==> src/rtl/data_cache.sv <==
// Direct-mapped, write-back, write-allocate data cache with 4-word lines.
// Serves single-word reads and writes from the pipeline's MEM stage and
// stalls the core on a miss. Lines are fetched from and evicted to a slow
// line-wide memory using a level request plus ready handshake.
module data_cache #(
  parameter int NUM_LINES = 8
) (
  input  logic         clk,
  input  logic         rst_n,
  input  logic         proc_read,
  input  logic         proc_write,
  input  logic [29:0]  proc_addr,
  input  logic [31:0]  proc_wdata,
  output logic         proc_stall,
  output logic [31:0]  proc_rdata,
  output logic         mem_read,
  output logic         mem_write,
  output logic [27:0]  mem_addr,
  output logic [127:0] mem_wdata,
  input  logic [127:0] mem_rdata,
  input  logic         mem_ready
);

  localparam int INDEX_W = $clog2(NUM_LINES);
  localparam int TAG_W   = 28 - INDEX_W;

  typedef enum logic [1:0] {
    IDLE,
    WRITEBACK,
    ALLOCATE
  } state_t;

  state_t state;

  // Line storage is kept packed so that a whole-array clear is one assignment
  // and word selection within a line is a plain index.
  logic [NUM_LINES-1:0]             valid;
  logic [NUM_LINES-1:0]             dirty;
  logic [NUM_LINES-1:0][TAG_W-1:0]  tags;
  logic [NUM_LINES-1:0][3:0][31:0]  lines;

  logic               req;
  logic               hit;
  logic [INDEX_W-1:0] index;
  logic [TAG_W-1:0]   addr_tag;
  logic [1:0]         offset;

  assign req      = proc_read | proc_write;
  assign index    = proc_addr[INDEX_W+1:2];
  assign addr_tag = proc_addr[29:INDEX_W+2];
  assign offset   = proc_addr[1:0];
  assign hit      = req & valid[index] & (tags[index] == addr_tag);

  // The core is frozen whenever a line transfer is in flight or the current
  // request cannot be served from the array this cycle.
  assign proc_stall = (state != IDLE) | (req & ~hit);

  // Read data is an ungated array lookup so read hits complete with zero latency.
  assign proc_rdata = lines[index][offset];

  // Miss handling FSM: evict a dirty victim, fetch the requested line, then
  // let the held request hit in IDLE; also performs write hits in place.
  always_ff @(posedge clk or negedge rst_n) begin
    if (!rst_n) begin
      state     <= IDLE;
      mem_read  <= 1'b0;
      mem_write <= 1'b0;
      mem_addr  <= '0;
      mem_wdata <= '0;
      valid     <= '0;
      dirty     <= '0;
      tags      <= '0;
      lines     <= '0;
    end else begin
      case (state)
        IDLE: begin
          if (req) begin
            if (hit) begin
              if (proc_write) begin
                lines[index][offset] <= proc_wdata;
                dirty[index]         <= 1'b1;
              end
            end else if (valid[index] && dirty[index]) begin
              state     <= WRITEBACK;
              mem_write <= 1'b1;
              mem_addr  <= {tags[index], index};
              mem_wdata <= lines[index];
            end else begin
              state    <= ALLOCATE;
              mem_read <= 1'b1;
              mem_addr <= proc_addr[29:2];
            end
          end
        end
        WRITEBACK: begin
          if (mem_ready) begin
            state     <= ALLOCATE;
            mem_write <= 1'b0;
            mem_read  <= 1'b1;
            mem_addr  <= proc_addr[29:2];
          end
        end
        ALLOCATE: begin
          if (mem_ready) begin
            state        <= IDLE;
            mem_read     <= 1'b0;
            lines[index] <= mem_rdata;
            tags[index]  <= addr_tag;
            valid[index] <= 1'b1;
            dirty[index] <= 1'b0;
          end
        end
        default: state <= IDLE;
      endcase
    end
  end

endmodule

==> config.mk <==
export PLATFORM = sky130hd
export DESIGN_NAME = data_cache
export DESIGN_NICKNAME = d
export VERILOG_FILES = /design/src/rtl/data_cache.sv
export SDC_FILE = /design/constraint.sdc
export NUM_CORES = 2
export LEC_CHECK = 0
export ABC_CLOCK_PERIOD_IN_PS = 8840
export CORE_MARGIN = 2
export CORE_UTILIZATION = 30
export CTS_CLUSTER_DIAMETER = 150
export DETAILED_ROUTE_END_ITERATION = 7
export GPL_ROUTABILITY_DRIVEN = 0
export SYNTH_ARGS = -nofsm -noshare
export SYNTH_HDL_FRONTEND = slang
export SYNTH_SLANG_ARGS = --single-unit
==> constraint.sdc <==
create_clock -name clk -period 8.84 [get_ports clk]
set_input_delay 0.884 -clock clk [delete_from_list [all_inputs] [get_ports clk]]
set_output_delay 0.884 -clock clk [all_outputs]
set_load 0.1 [all_outputs]
==> out/results.txt <==
Tot Pwr - 0.0237 W
Sequential share of power - 41.8%
Layout cell share with drive strength beyond 1 - 24.5%
Crit path time final - 6.76 ns
Distinct cell type count after synthesis - 70
Combinational share of power - 30.6%
Final cell count without fillers - 7890
First-pass GRT wire length - 343000 µm
Synthesized Nets - 4891
Slew Viols, Final - 21
WS Path Type - input port to primary output
Power Dens Cells - 314 nW/µm²
Crit path DAT - 5.88 ns
Total Wirelength - 241000 µm
Ys Warns - 0
Fin crit share - 76.5%
Top FF cell, synth - dfrtp_1
CTS sink cnt - 1400
Root Buffer - clkbuf_16
P_sw - 0.00836 W
Largest fanout on the critical path - 54
GR Util met2 - 34.0%
Die Area - 216000 µm²
Synth Instances - 4693
F_max - 148 MHz
# setup viols final - 0
Reg2Reg Setup Slack - 4.09 ns
Flip-flop and latch count after synthesis - 1400
Vert. Die Dim - 465 µm
Internal power - 0.0153 W
Nets@finish - 5143
Switching Fraction - 35.3%
GRT Util Overall - 21.8%
Met3 Usage GRT - 4.85%
Slew margin rel. - -0.573%
Initial Util - 30.1%
DR WL/cell - 30.6 µm
GR Layer Usage met1 - 28.1%
RR Startpoint - tags[169]
Post-route antenna net violation count - 0
CTS Hold Buffers Added - 0
Maximum vdd drop - 0.373 mV
Clk slew on worst S/H paths - 0.06 ns
1st-iter DRT viols - 4573
Setup TNS - 0 ns
Detailed-route DRC error count - 0
Hold Fails Final Rpt - 0
Clock skew - 0.0505 ns
Setup crit end kind - primary output
I/O Pins - 386
Vias - 44700
# fillers - 20400
Mean Syn Cell Area - 13.6 µm²
Post_cts resized - 0
Clock Latency Late Sink - 0.82 ns
Num CTS Buffers - 153
Chip width - 465 µm
Post-synth EDFFs - 0
# rows - 169
Largest net degree at the start of global routing - 172
Initial antenna violation count - 27
H-tree depth - 4
IO Port Bufs - 385
Crit path launch - proc_addr[3]
Worst reg2reg endpoint - lines[793]
Core box area - 211000 µm²
Placement Setup Slack - 2.29 ns
Critical Path RT - 7.96 ns
Final setup margin - 2.08 ns
Clk network pwr share - 27.5%
Sequential share of the synthesized area - 55.1%
Status - complete, but fails checks
CP startpoint kind - input port
Asr flop ratio synth - 100%
TritonCTS clock tree - built
GRT overflow - 0
Area grow syn2layout - 18.4%
Vias in the first global route - 45000
DR pass1 iterations - 7
Post-Syn Area - 63600 µm²
# placed instances - 7611
GRT busiest layer - met2
Leakage - 33.1 nW
Max-cap violations - 0
Min-delay worst type - input port to asynchronous set/reset pin
Worst-Margin Slew - 1.51 ns
CTS max path bufs - 3
R2r worst-path depth - 11
RSZ-0062 raised after global routing - no
Failing checks - max-slew violations
Via/cell ratio - 5.67
Post-CTS Setup Inserts - 0
DPL Wire Length - 156000 µm
## cells by family (layout without fill, tap and decap cells)
group	count (synthesis)	count (layout)	share of synthesized area, %
DFF	1400	1400	55.1
muxes	1347	1347	25.0
AOI/OAI and AO/OA	994	994	12.0
and+or+nand+nor	521	521	4.47
buffers and inverters	414	782	3.24
xor gates and xnor gates	14	14	0.193
adders and majority gates	3	3	0.0590
other	0	8	0
## worst max-delay path: stages
cell             delay [ns]
buf_4                  0.54
buf_4                  0.79
and3_4                 0.86
buf_4                  0.37
buf_4                  0.32
a22o_1                 0.17
a221oi_1               0.05
nand3_1                0.16
mux4_2                 0.29
clkdlybuf4s50_1        1.14
## synthesized netlist by cell type (52+ instances only)
| library cell | count | area share (%) |
|---|---|---|
| nand2_1 | 208 | 1.2 |
| o32a_1 | 199 | 3.1 |
| o21ai_0 | 119 | 0.94 |
| a221oi_1 | 66 | 0.91 |
| mux4_2 | 62 | 2.2 |
| o21ai_1 | 66 | 0.52 |
| dfrtp_1 | 1400 | 55 |
| buf_1 | 52 | 0.31 |
| nor2_1 | 84 | 0.50 |
| buf_2 | 81 | 0.64 |
| mux2_2 | 694 | 12 |
| a2bb2oi_1 | 57 | 0.78 |
| mux2i_1 | 87 | 1.4 |
| a22oi_1 | 277 | 3.3 |
| mux2_1 | 465 | 8.2 |
| clkbuf_1 | 208 | 1.2 |
## state kept, by name, indices dropped and copies added (netlist names), named ones only
name       flops
mem_wdata    128
tags         200
state          2
mem_addr      28
mem_write      1
lines       1024
mem_read       1
valid          8
## worst max-delay path by stage
stage / to / slack (ns) / cells after the start
2_1_floorplan: proc_rdata[0] / 3.68 / 13
5_1_grt: proc_rdata[17] / 2.07 / 10
6_report: proc_rdata[16] / 2.08 / 10
4_1_cts: proc_rdata[16] / 2.27 / 10
3_3_place_gp: proc_rdata[28] / 2.03 / 8
3_5_place_dp: proc_rdata[16] / 2.29 / 10
## final cells by class
class	instances	area [µm²]	area share (%)
sequential	1400	35000	46.5
multi-input combinational	2879	26800	35.5
timing repair buffer	503	4880	6.47
clock buffer	231	4500	5.98
tap	2821	3530	4.68
clock inverter	40	594	0.789
inverter	8	30.0	0.0398
antenna	8	20.0	0.0266
## placed cells by master (no fill, tap or decap), drive strengths merged, types with 45 or more instances in the layout
cell           Yosys  routed
dfrtp           1400    1400
nand2            208     208
buf              196     133
a221oi            66      66
mux2            1196    1196
a22oi            277     277
mux4              62      62
nand3             51      51
clkdlybuf4s50      0     370
nor2              84      84
o21ai            185     185
o32a             199     199
clkbuf           210     231
mux2i             89      89
nand4             45      45
a21oi             52      52
a2bb2oi           57      57
## per-stage QoR
| step | hold WS, ns | utilization (%) | cell area [µm²] |
|---|---|---|---|
| floorplan | 0.434 | - | 63600 |
| global placement | 0.447 | 33.2 | 70200 |
| detailed placement | 0.454 | 33.2 | 70200 |
| CTS | 0.0819 | 35.6 | 75300 |
| global route | 0.108 | 35.6 | 75300 |
| finish | 0.0270 | 35.6 | 75400 |
## power by group through the flow
stage	clock network [W]	registers [W]	logic, W
after detailed placement	0	0.00997	0.00722
after CTS	0.00662	0.00987	0.00725
after global routing	0.00688	0.0102	0.00767
after floorplan	0	0.0101	0.00447
after global placement	0	0.00985	0.00706
final	0.00652	0.00991	0.00725
## metal layers
layer  vias to the layer above  share of wire [%]
li1                      18300                  -
met4                        16                6.3
met5                         -              0.045
met2                      2058                 46
met3                       451                7.9
met1                     23900                 40
Power figures use the tool's default switching activity.
